$ cat config.mk
export PLATFORM = sky130hd
export DESIGN_NAME = mem_port_arbiter
export DESIGN_NICKNAME = d
export VERILOG_FILES = /design/src/rtl/mem_port_arbiter_pkg.sv /design/src/rtl/rd_tracker.sv /design/src/rtl/mem_port_arbiter.sv
export SDC_FILE = /design/constraint.sdc
export NUM_CORES = 1
export LEC_CHECK = 0
export ABC_AREA = 0
export CAP_MARGIN = 10
export CORE_MARGIN = 8
export CORE_UTILIZATION = 28
export CTS_BUF_LIST = sky130_fd_sc_hd__clkbuf_4
export CTS_CLUSTER_SIZE = 24
export DETAILED_ROUTE_END_ITERATION = 12
export GPL_TIMING_DRIVEN = 0
export PLACE_DENSITY_LB_ADDON = 0.15
export SLEW_MARGIN = 20
export SYNTH_ARGS = -nofsm -noshare
export SYNTH_HDL_FRONTEND = slang
export SYNTH_HIERARCHICAL = 1
export SYNTH_SLANG_ARGS = --single-unit
$ cat constraint.sdc
create_clock -name clk -period 2.6 [get_ports clk]
set_clock_uncertainty 0.1 [all_clocks]
set_input_delay 0.78 -clock clk [delete_from_list [all_inputs] [get_ports clk]]
set_output_delay 0.78 -clock clk [all_outputs]
set_load 0.005 [all_outputs]
$ cat src/rtl/mem_port_arbiter_pkg.sv
// mem_port_arbiter shared types: owner states, requester id, read tags.
// Default widths for the arbiter and its read-return tracker.
package mem_port_arbiter_pkg;

  localparam int DEF_ADDR_W = 16;
  localparam int DEF_DATA_W = 16;

  typedef enum logic [1:0] {
    IDLE = 2'd0,
    OWN0 = 2'd1,
    OWN1 = 2'd2
  } state_t;

  typedef logic req_id_t;

  typedef struct packed {
    logic    valid;
    req_id_t id;
  } rd_tag_t;

  function automatic logic [2:0] burst_inc(
    input logic [2:0] cnt,
    input logic [2:0] lim
  );
    return (cnt >= lim) ? lim : cnt + 3'd1;
  endfunction

endpackage

$ cat src/rtl/rd_tracker.sv
// Read-return tracker: RD_LAT-deep {valid, id} delay line.
// Steers the RAM read data to the requester whose read is due.
module rd_tracker
  import mem_port_arbiter_pkg::*;
#(
  parameter int RD_LAT = 1,
  parameter int DATA_W = DEF_DATA_W
) (
  input  logic              clk,
  input  logic              reset,
  input  logic              push,
  input  req_id_t           push_id,
  input  logic [DATA_W-1:0] mem_q,
  output logic              rvalid0,
  output logic              rvalid1,
  output logic [DATA_W-1:0] rdata
);

  rd_tag_t pipe [RD_LAT];
  rd_tag_t tail;

  // delay each read grant by the RAM latency; reset drops reads in flight
  always_ff @(posedge clk or negedge reset) begin
    if (!reset) begin
      for (int i = 0; i < RD_LAT; i++) pipe[i] <= '0;
    end else begin
      pipe[0] <= rd_tag_t'{valid: push, id: push_id};
      for (int i = 1; i < RD_LAT; i++) pipe[i] <= pipe[i-1];
    end
  end

  assign tail    = pipe[RD_LAT-1];
  assign rvalid0 = tail.valid && (tail.id == 1'b0);
  assign rvalid1 = tail.valid && (tail.id == 1'b1);
  assign rdata   = tail.valid ? mem_q : '0;

endmodule

$ cat src/rtl/mem_port_arbiter.sv
// Two-requester RAM port arbiter with lock/burst ownership.
// MEM_ARB_FIXED_PRI_EN: idle ties always go to requester 0.
module mem_port_arbiter
  import mem_port_arbiter_pkg::*;
#(
  parameter int ADDR_W    = DEF_ADDR_W,
  parameter int DATA_W    = DEF_DATA_W,
  parameter int RD_LAT    = 1,
  parameter int MAX_BURST = 4
) (
  input  logic              clk,
  input  logic              reset,
  input  logic              req0,
  input  logic              req1,
  input  logic              lock0,
  input  logic              lock1,
  input  logic              we0,
  input  logic              we1,
  input  logic [ADDR_W-1:0] addr0,
  input  logic [ADDR_W-1:0] addr1,
  input  logic [DATA_W-1:0] wdata0,
  input  logic [DATA_W-1:0] wdata1,
  output logic              gnt0,
  output logic              gnt1,
  output logic              rvalid0,
  output logic              rvalid1,
  output logic [DATA_W-1:0] rdata,
  output logic [ADDR_W-1:0] mem_address,
  output logic [DATA_W-1:0] mem_data,
  output logic              mem_wren,
  input  logic [DATA_W-1:0] mem_q
);

  localparam logic [2:0] MAX_B = 3'(MAX_BURST);

  state_t     state;
  logic [2:0] burst;
  logic       cap;
  logic       tie0;
  logic       win0;
  logic       win1;
  logic       rd_push;

`ifdef MEM_ARB_FIXED_PRI_EN
  assign tie0 = 1'b1;
`else
  req_id_t last_gnt;

  // remember the most recent winner so ties rotate
  always_ff @(posedge clk or negedge reset) begin
    if (!reset) begin
      last_gnt <= 1'b1;
    end else if (gnt0) begin
      last_gnt <= 1'b0;
    end else if (gnt1) begin
      last_gnt <= 1'b1;
    end
  end

  assign tie0 = last_gnt;
`endif

  assign cap = (burst >= MAX_B);

  // owner wins unless its burst is spent and the other side waits
  always_comb begin
    win0 = 1'b0;
    win1 = 1'b0;
    unique case (1'b1)
      state == OWN0: begin
        if (req0 && !(cap && req1)) win0 = 1'b1;
        else                        win1 = req1;
      end
      state == OWN1: begin
        if (req1 && !(cap && req0)) win1 = 1'b1;
        else                        win0 = req0;
      end
      default: begin
        if (req0 && req1) begin
          win0 = tie0;
          win1 = !tie0;
        end else begin
          win0 = req0;
          win1 = req1;
        end
      end
    endcase
  end

  assign gnt0 = win0 & reset;
  assign gnt1 = win1 & reset;

  assign mem_wren    = (gnt0 & we0) | (gnt1 & we1);
  assign mem_address = gnt0 ? addr0 : (gnt1 ? addr1 : '0);
  assign mem_data    = gnt0 ? wdata0 : (gnt1 ? wdata1 : '0);
  assign rd_push     = (gnt0 & ~we0) | (gnt1 & ~we1);

  // ownership: enter on a locked grant, leave on any other outcome
  always_ff @(posedge clk or negedge reset) begin
    if (!reset) begin
      state <= IDLE;
      burst <= '0;
    end else begin
      unique case (state)
        OWN0: begin
          if (gnt0 && lock0) begin
            burst <= burst_inc(burst, MAX_B);
          end else begin
            state <= IDLE;
            burst <= '0;
          end
        end
        OWN1: begin
          if (gnt1 && lock1) begin
            burst <= burst_inc(burst, MAX_B);
          end else begin
            state <= IDLE;
            burst <= '0;
          end
        end
        default: begin
          if (gnt0 && lock0) begin
            state <= OWN0;
            burst <= 3'd1;
          end else if (gnt1 && lock1) begin
            state <= OWN1;
            burst <= 3'd1;
          end else begin
            state <= IDLE;
            burst <= '0;
          end
        end
      endcase
    end
  end

  rd_tracker #(
    .RD_LAT (RD_LAT),
    .DATA_W (DATA_W)
  ) u_rd_tracker (
    .clk     (clk),
    .reset   (reset),
    .push    (rd_push),
    .push_id (gnt1),
    .mem_q   (mem_q),
    .rvalid0 (rvalid0),
    .rvalid1 (rvalid1),
    .rdata   (rdata)
  );

endmodule

==> summary.md, run 1 <==
| Metric | Value |
|---|---|
| Outcome | `complete, but fails checks` |
| Failing checks | `setup timing` |
| Register area share after synthesis | `13.99%` |
| Netlist Area Pre-Place | `1440 µm²` |
| Fin crit share | `120.3%` |
| Max Cap Viol | `0` |
| IO Pins | `141` |
| Syn_nets | `282` |
| Post-synth EDFFs | `0` |
| CP Data Required Time | `1.72 ns` |
| Vias in the first global route | `2274` |
| Final number of hold-violating endpoints | `0` |
| Die height | `87.72 µm` |
| 1st-iter DRT viols | `104` |
| FP Rows | `26` |
| Synth Area in XOR/XNOR | `0%` |
| Async SR Flop Fraction | `100.0%` |
| Ys Warns | `6` |
| Share of the synthesized area in the top cell type | `22.59%` |
| Critical path launch point type | `input pin` |
| Core area | `5042 µm²` |
| Pre-antenna DRT Iters | `4` |
| Adder-cell share of the synthesized area | `3.475%` |
| Vias/cell | `4.861` |
| Via count | `2173` |
| CTS tree | `yes` |
| Routability congestion estimate | `0.8565` |
| PD cells | `358.5 nW/µm²` |
| Yosys cell types | `40` |
| Synthesized flop and latch total | `8` |
| Nets@finish | `470` |
| Starting Density | `28.56%` |
| Clk sinks | `8` |
| Largest family of logic cells by synthesized area | `compound AO/OA/AOI/OAI gates` |
| Setup Viol. Count Final | `39` |
| Post-Synth Simple-Gate Area | `27.89%` |
| Setup WS pre-CTS | `-1.532 ns` |
| Area delta synth->final | `153.9%` |
| First-pass GRT wire length | `10.42 mm` |
| Setup ws final | `-0.5284 ns` |
| Clock buffer count from CTS | `3` |
| Compound-cell area share of the yosys netlist | `36.23%` |
| Layout Cells excl Fill | `447` |
| Die ar. | `7694 µm²` |
| Synth Area per Inst | `7.580 µm²` |
| Post-detail-place hpwl | `5.133 mm` |
| WS Path Type | `input pin to output port` |
| DRC viols | `0` |
| Slew @ Worst Pin | `0.5452 ns` |
| GRT Total Usage | `17.01%` |
| CP Capture Type | `output port` |
| Final-layout fill cell count | `381` |
| CTS H-tree depth | `1` |
| Cell count after placement | `400` |
| # diodes | `0` |
| Max Slew Vio Count | `0` |
| DRT antenna net count | `0` |
| Maximum vdd drop | `0.2649 mV` |
| Synth area leaders | `o31ai_2 (23%), dfrtp_1 (12%), nand3_1 (12%), inv_1 (11%), and2_1 (7.4%)` |
| Number of port buffers | `140` |
| Most frequent cell after synthesis | `inv_1` |
| Cells after synthesis | `190` |
| CP max FO | `5` |
| Worst path arrival time | `2.25 ns` |
| Crit path cell chain | `clkdlybuf4s15_2 -> and3b_2 -> a211oi_4 -> buf_6 -> nand2_4 -> clkinv_4 -> bufbuf_16 -> o31ai_2 -> buf_2` |
| Setup TNS | `-17.66 ns` |
| Root Buffer | `clkbuf_4` |
| WL/cell | `16.62 µm` |
| Final Util | `72.51%` |
| Slowest CP cell | `bufbuf_16` |
| Share of layout cells above drive strength 1 | `43.77%` |
| Overflow after GRT | `0` |
| Commonest register cell after synthesis | `dfrtp_1` |
| Crit path time final | `3.128 ns` |
| F_max | `0.3197 GHz` |
| Die X | `87.72 µm` |
| Total Routed Length | `7.429 mm` |
| Initial antenna violation count | `0` |
| Post-synth top cells | `inv_1 (42), nand3_1 (34), o31ai_2 (26)` |
| Post-synth top area cell | `o31ai_2` |
| Worst-path clk slew | `0.06 ns` |
| Multiplexer share of the synthesized area | `0%` |
| Largest net degree at the start of global routing | `12` |
| Max_slew headroom | `63.65%` |
| Hold WC Path Type | `input pin to asynchronous set/reset pin` |
| CTS Buffer Depth | `2` |
| RSZ-0062 raised after global routing | `true` |
| Static Leak | `1.692 nW` |
| CP peak stage delay | `0.27 ns` |
| Skew-Pair Late Insertion Delay | `0.25 ns` |
cells in the final DEF (no fill, tap or decap), types with 3 or more instances in the layout:
cell	n
clkdlybuf4s50_1	86
inv_1	38
buf_2	35
buf_4	28
o31ai_2	20
and2_1	17
nand3_1	16
dlygate4sd2_1	16
nand3_2	13
buf_6	11
o31ai_4	9
buf_8	7
dfrtp_1	7
nand3_4	6
nor2_1	4
buf_12	4
clkbuf_4	4
buf_16	4
o31ai_1	3
power breakdown:
group / total, mW / switching [mW] / internal, mW
Clock: 0.112 / 0.0429 / 0.0692
Sequential: 0.168 / 0.0203 / 0.148
Combinational: 1.03 / 0.436 / 0.595
Total: 1.31 / 0.499 / 0.812
cells by family after synthesis:
family                   Yosys count
AO/OA/AOI/OAI                     48
adder cells (fa/ha/maj)            4
buffers and inverters             58
flip-flops                         8
AND/OR/NAND/NOR                   72
flip-flops by register name (all words and copies together) (netlist names):
name,count
burst,3
last_gnt,1
u_rd_tracker/pipe,2
state,2
worst max-delay path, delay by kind of cell:
kind / cells / cell delay, ns
AOI/OAI and AO/OA: 2 / 0.25
and+or+nand+nor: 2 / 0.33
buffers and inverters: 5 / 0.89
area by class of cell:
class / count / area (µm²) / area share [%]
Clock buffer: 4 / 30.03 / 0.8214
Buffer: 14 / 175.2 / 4.791
Multi-Input combinational cell: 124 / 1265 / 34.60
Tap cell: 70 / 87.58 / 2.396
Inverter: 43 / 173.9 / 4.757
Sequential cell: 8 / 201.4 / 5.510
Timing Repair Buffer: 184 / 1723 / 47.13
path summary, 6_finish.rpt:
path | endpoint | startpoint | depth (start not counted) | slack [ns]
max in group asynchronous | last_gnt | reset | 1 | 1.83
min | burst[2] | reset | 1 | 0.29
min reg2reg | last_gnt | last_gnt | 2 | 0.41
max | mem_address[11] | req1 | 9 | -0.53
min in group clk | last_gnt | last_gnt | 2 | 0.41
max reg2reg | burst[2] | state[0] | 17 | -0.20
stage by stage:
stage | instance area [µm²] | power, mW | hold WS (ns)
global route | 3656 | 1.389 | 0.2966
CTS | 3438 | 1.210 | 0.3825
finish | 3656 | 1.311 | 0.2905
detailed placement | 2929 | 0.9013 | 0.3709
global placement | 2929 | 0.8951 | 0.3587
floorplan | 1440 | 0.4837 | 0.3463
routing by layer:
metal,track usage (%),share of wire [%],wire length [µm]
met1,17.29,34,2540
met2,30.16,50,3750
met3,7.411,13,948
met4,5.938,2.5,189
met5,0,0,0
repair_timing:
item / in CTS / in global routing
endpoints found under the setup margin: 51 / 39
cloned: 6 / 1
pin swaps: 17 / 17
hold buffers: 0 / 0
gates resized for setup: 230 / 36
setup buffers: 32 / 5
No activity file was read; power rests on OpenSTA's default activity.
==> run 2, diff against run 1 <==
SKIP_LAST_GASP = 1   (was default)
==> summary.md, run 2 (synthesis gave the netlist of run 1 again) <==
| Metric | Value |
|---|---|
| Hold WC Path Type | `input pin to asynchronous set/reset pin` |
| Slew @ Worst Pin | `0.5460 ns` |
| Maximum vdd drop | `0.2206 mV` |
| DRT antenna net count | `0` |
| CP Capture Type | `output port` |
| # hold bufs at CTS | `0` |
| Root Buffer | `clkbuf_4` |
| WL/cell | `16.48 µm` |
| Setup TNS | `-18.51 ns` |
| Vias in the first global route | `2248` |
| Max reg flops | `3` |
| CTS tree | `yes` |
| Vias/cell | `4.828` |
| Max_slew headroom | `63.60%` |
| Overflow after GRT | `0` |
| First-pass GRT wire length | `10.51 mm` |
| RSZ-0062 raised after global routing | `true` |
| WS Path Type | `input pin to output port` |
| Largest Register | `burst` |
| Final number of hold-violating endpoints | `0` |
| CTS Buffer Depth | `2` |
| Post-detail-place hpwl | `5.133 mm` |
| Final Cell Area | `3641 µm²` |
| DRC viols | `0` |
| Commonest non-fill, non-tap cell in the layout | `clkdlybuf4s50_1` |
| Via count | `2163` |
| Commonest cells after routing, fill and taps aside | `clkdlybuf4s50_1 (86), inv_1 (38), buf_2 (34)` |
| Initial antenna violation count | `0` |
| Fin Hold WS | `0.2769 ns` |
| Skew-Pair Late Insertion Delay | `0.26 ns` |
| # diodes | `0` |
| FP Rows | `26` |
| CTS H-tree depth | `1` |
| Critical path launch point type | `input pin` |
| Die X | `87.72 µm` |
| Outcome | `complete, but fails checks` |
| CP max FO | `5` |
| Largest registers | `burst (3), state (2), u_rd_tracker/pipe (2)` |
| Setup ws final | `-0.6029 ns` |
| 1st-iter DRT viols | `113` |
| Nets@finish | `471` |
| Worst setup startpoint | `req1` |
| R2r startpoint | `state[0]` |
| Worst-path clk slew | `0.06 ns` |
| Total Routed Length | `7.385 mm` |
| Core area | `5042 µm²` |
| Clock buffer count from CTS | `3` |
| IO Pins | `141` |
| Number of port buffers | `140` |
| Static Leak | `1.699 nW` |
| Max Slew Vio Count | `0` |
| Pre-antenna DRT Iters | `4` |
| Failing checks | `setup timing` |
| Crit path time final | `3.203 ns` |
| PD cells | `357.2 nW/µm²` |
| Dpl cell area | `2929 µm²` |
| GRT Total Usage | `17.30%` |
| Setup WS pre-CTS | `-1.532 ns` |
| Clk sinks | `8` |
| Share of layout cells above drive strength 1 | `43.65%` |
| Worst path arrival time | `2.32 ns` |
| Die ar. | `7694 µm²` |
| Routability congestion estimate | `0.8565` |
| Largest net degree at the start of global routing | `12` |
| Fin crit share | `123.2%` |
| Area delta synth->final | `152.8%` |
| Setup Viol. Count Final | `39` |
| F_max | `0.3122 GHz` |
| Die height | `87.72 µm` |
| CP Data Required Time | `1.72 ns` |
| Starting Density | `28.56%` |
| Max Cap Viol | `0` |
## run 2: cell type report
class / instances / area [µm²]
well taps: 70 / 87.58
clock buffers: 4 / 30.03
inverters: 43 / 173.9
flip-flops and latches: 8 / 201.4
fillers: 387 / 1401
repair buffers: 185 / 1730
plain buffers: 14 / 166.4
multi-input cells: 124 / 1251
## run 2: stage by stage
step	power, mW	instances	utilization, %
2_1_floorplan	0.4837	190	-
3_3_place_gp	0.8951	400	58.09
3_5_place_dp	0.9013	400	58.09
4_1_cts	1.205	442	67.99
5_1_grt	1.378	448	72.21
6_report	1.301	448	72.21
## run 2: worst paths after layout
path                            cells past startpoint             end  slack, ns
worst max-delay path                               10  mem_address[1]      -0.60
worst min-delay path                                1        state[1]       0.28
worst max register to register                     17        burst[2]      -0.25
worst min register to register                      1        burst[0]       0.44
max in group asynchronous                           1        last_gnt       1.88
min in group clk                                    1        burst[0]       0.44
## run 2: what timing repair did
item | CTS | global route
endpoints found under the setup margin | 51 | 39
buffers inserted | 32 | 6
gates cloned | 6 | 1
pin swaps | 15 | 6
resized for setup | 228 | 32
## run 2: report_power, final
part	switching, mW	internal [mW]
Clock	0.0438	0.0692
Combinational	0.433	0.588
Sequential	0.0189	0.148
## run 2: worst max-delay path, cell delays in order
cell and delay (ns):
clkdlybuf4s15_2 0.25, and3b_2 0.26, a211oi_4 0.05, buf_6 0.14
nand2_4 0.08, clkinv_4 0.07, buf_4 0.15, buf_4 0.14
o31ai_2 0.23, buf_2 0.17
## run 2: per-layer routing
layer | share of wire (%) | track usage [%] | vias to the layer above
li1 | - | - | 1036
met1 | 34 | 17.18 | 961
met2 | 49 | 31.53 | 139
met3 | 13 | 7.317 | 27
met4 | 3.7 | 5.625 | 0
met5 | 0 | 0 | -
==> run 3, diff against run 2 <==
PLACE_DENSITY = 0.9   (was default)
PLACE_DENSITY_LB_ADDON = default   (was 0.15)
==> summary.md, run 3 (synthesis gave the netlist of run 1 again) <==
| Metric | Value |
|---|---|
| Final number of hold-violating endpoints | `0` |
| Area delta synth->final | `140.5%` |
| Max reg flops | `3` |
| Slew @ Worst Pin | `0.3186 ns` |
| Layout Cells excl Fill | `427` |
| Die ar. | `7694 µm²` |
| Final-layout fill cell count | `395` |
| IO Pins | `141` |
| R2R Path End | `burst[1]` |
| # diodes | `0` |
| Largest registers | `burst (3), state (2), u_rd_tracker/pipe (2)` |
| Die height | `87.72 µm` |
| Clock network power share | `9.9%` |
| Crit path time final | `3.089 ns` |
| Worst Reg-to-Reg Cells | `7` |
| RSZ-0062 raised after global routing | `true` |
| Setup Viol. Count Final | `35` |
| Total Routed Length | `7.269 mm` |
| Switch share | `40.23%` |
| Setup ws final | `-0.4885 ns` |
| Highest metal used | `met4` |
| Post-detail-place hpwl | `5.353 mm` |
| Sw power | `485.7 µW` |
| Clock buffer count from CTS | `3` |
| Worst setup startpoint | `state[1]` |
| Critical path launch point type | `register` |
| Core area | `5042 µm²` |
| Outcome | `complete, but fails checks` |
| Fin crit share | `118.8%` |
| Root Buffer | `clkbuf_4` |
| DRT antenna net count | `0` |
| CP Data Required Time | `1.72 ns` |
| Static Leak | `1.584 nW` |
| Largest Register | `burst` |
| Pre-antenna DRT Iters | `4` |
| Nets@finish | `450` |
| PD cells | `348.6 nW/µm²` |
| Skew-Pair Late Insertion Delay | `0.26 ns` |
| WS Path Type | `register to output port` |
| Metal1 wirelength | `2.661 mm` |
| Max Slew Vio Count | `0` |
| Commonest cells after routing, fill and taps aside | `clkdlybuf4s50_1 (86), inv_1 (38), buf_2 (35)` |
| Worst path arrival time | `2.21 ns` |
| Vias in the first global route | `2215` |
| Final Cell Area | `3463 µm²` |
| Starting Density | `28.56%` |
| Maximum vdd drop | `0.2815 mV` |
| Vias/cell | `4.874` |
| Via count | `2081` |
| CP max FO | `7` |
| Overflow after GRT | `0` |
| Failing checks | `setup timing` |
| WL/cell | `17.02 µm` |
| Routed wl met2 | `3.698 mm` |
| R2r startpoint | `state[0]` |
| Max Cap Viol | `0` |
| First-pass GRT wire length | `10.49 mm` |
| Seq pwr share | `13.5%` |
| Clk sinks | `8` |
| CTS tree | `yes` |
| Met3 routed WL | `857 µm` |
| Routability congestion estimate | `0.8466` |
| Initial antenna violation count | `0` |
| Number of port buffers | `140` |
| Setup WS pre-CTS | `-1.547 ns` |
| Share of layout cells above drive strength 1 | `43.98%` |
| Cell count after placement | `400` |
| Commonest non-fill, non-tap cell in the layout | `clkdlybuf4s50_1` |
| CTS H-tree depth | `1` |
| F_max | `0.3238 GHz` |
| Cell internal pwr | `721.5 µW` |
| CP Capture Type | `output port` |
| Largest net degree at the start of global routing | `12` |
| Hold WC Path Type | `input pin to asynchronous set/reset pin` |
| Dpl cell area | `2929 µm²` |
| Die X | `87.72 µm` |
| DRC viols | `0` |
| FP Rows | `26` |
| Worst-path clk slew | `0.07 ns` |
| Max_slew headroom | `78.76%` |
| Combinational share of power | `76.6%` |
| Pwr Total | `1.207 mW` |
| GRT Total Usage | `16.61%` |
| 1st-iter DRT viols | `106` |
| R2R Setup Slk | `0.47 ns` |
| CTS Buffer Depth | `2` |
==> run 3: cell count changes in the layout (fill, tap and decap cells not counted), moves of 3 or more <==
cell	before	now
nand3_2	11	23
clkbuf_2	1	4
buf_6	12	8
nand3_1	19	8
buf_4	30	15
==> run 3: layout make-up <==
class / instances / area (µm²) / share of cell area [%]
Timing Repair Buffer: 164 / 1490 / 43.03
Multi-Input combinational cell: 124 / 1301 / 37.57
Clock buffer: 4 / 30.03 / 0.8671
Tap cell: 70 / 87.58 / 2.529
Sequential cell: 8 / 201.4 / 5.816
Inverter: 43 / 178.9 / 5.166
Buffer: 14 / 173.9 / 5.022
==> run 3: worst max-delay path by stage <==
stage | endpoint | slack (ns)
2_1_floorplan | mem_address[10] | -0.02
3_3_place_gp | mem_address[10] | -1.47
3_5_place_dp | mem_address[10] | -1.55
4_1_cts | mem_address[10] | -0.57
5_1_grt | mem_address[12] | -0.60
6_report | mem_data[7] | -0.49
==> run 3: power groups by stage <==
stage	clock network (mW)	logic [mW]	registers [mW]
after floorplan	0	0.324	0.160
final	0.119	0.925	0.163
after global routing	0.125	0.987	0.167
after detailed placement	0	0.740	0.165
after CTS	0.120	0.802	0.162
after global placement	0	0.726	0.164
==> run 3: through the flow <==
stage	hold slack (ns)	util, %	TNS, ns
after floorplan	0.3463	-	-0.5399
final	0.2728	68.68	-15.72
after global routing	0.2829	68.68	-19.51
after CTS	0.2807	61.84	-18.26
after global placement	0.3601	58.09	-51.40
after detailed placement	0.3637	58.09	-53.87
==> run 3: metal layers <==
layer / vias to the layer above / GRT usage [%]
met2: 115 / 30.92
met5: - / 0
li1: 997 / -
met3: 4 / 6.379
met4: 0 / 3.594
met1: 965 / 17.00
==> run 3: critical path, stage by stage (launching register included) <==
cell	delay [ns]
dfrtp_1	0.42
buf_6	0.14
inv_4	0.05
ha_4	0.15
a21bo_1	0.22
a211oi_4	0.21
buf_6	0.15
buf_12	0.13
buf_8	0.12
nand3_2	0.10
o31ai_4	0.09
buf_2	0.15
==> run 3: timing repair <==
| action | in CTS | in global routing |
|---|---|---|
| resized for setup | 211 | 53 |
| gates cloned | 1 | 3 |
| endpoints found under the setup margin | 51 | 35 |
| pin swaps | 6 | 12 |
| hold buffers | 0 | 0 |
| buffers inserted | 17 | 3 |
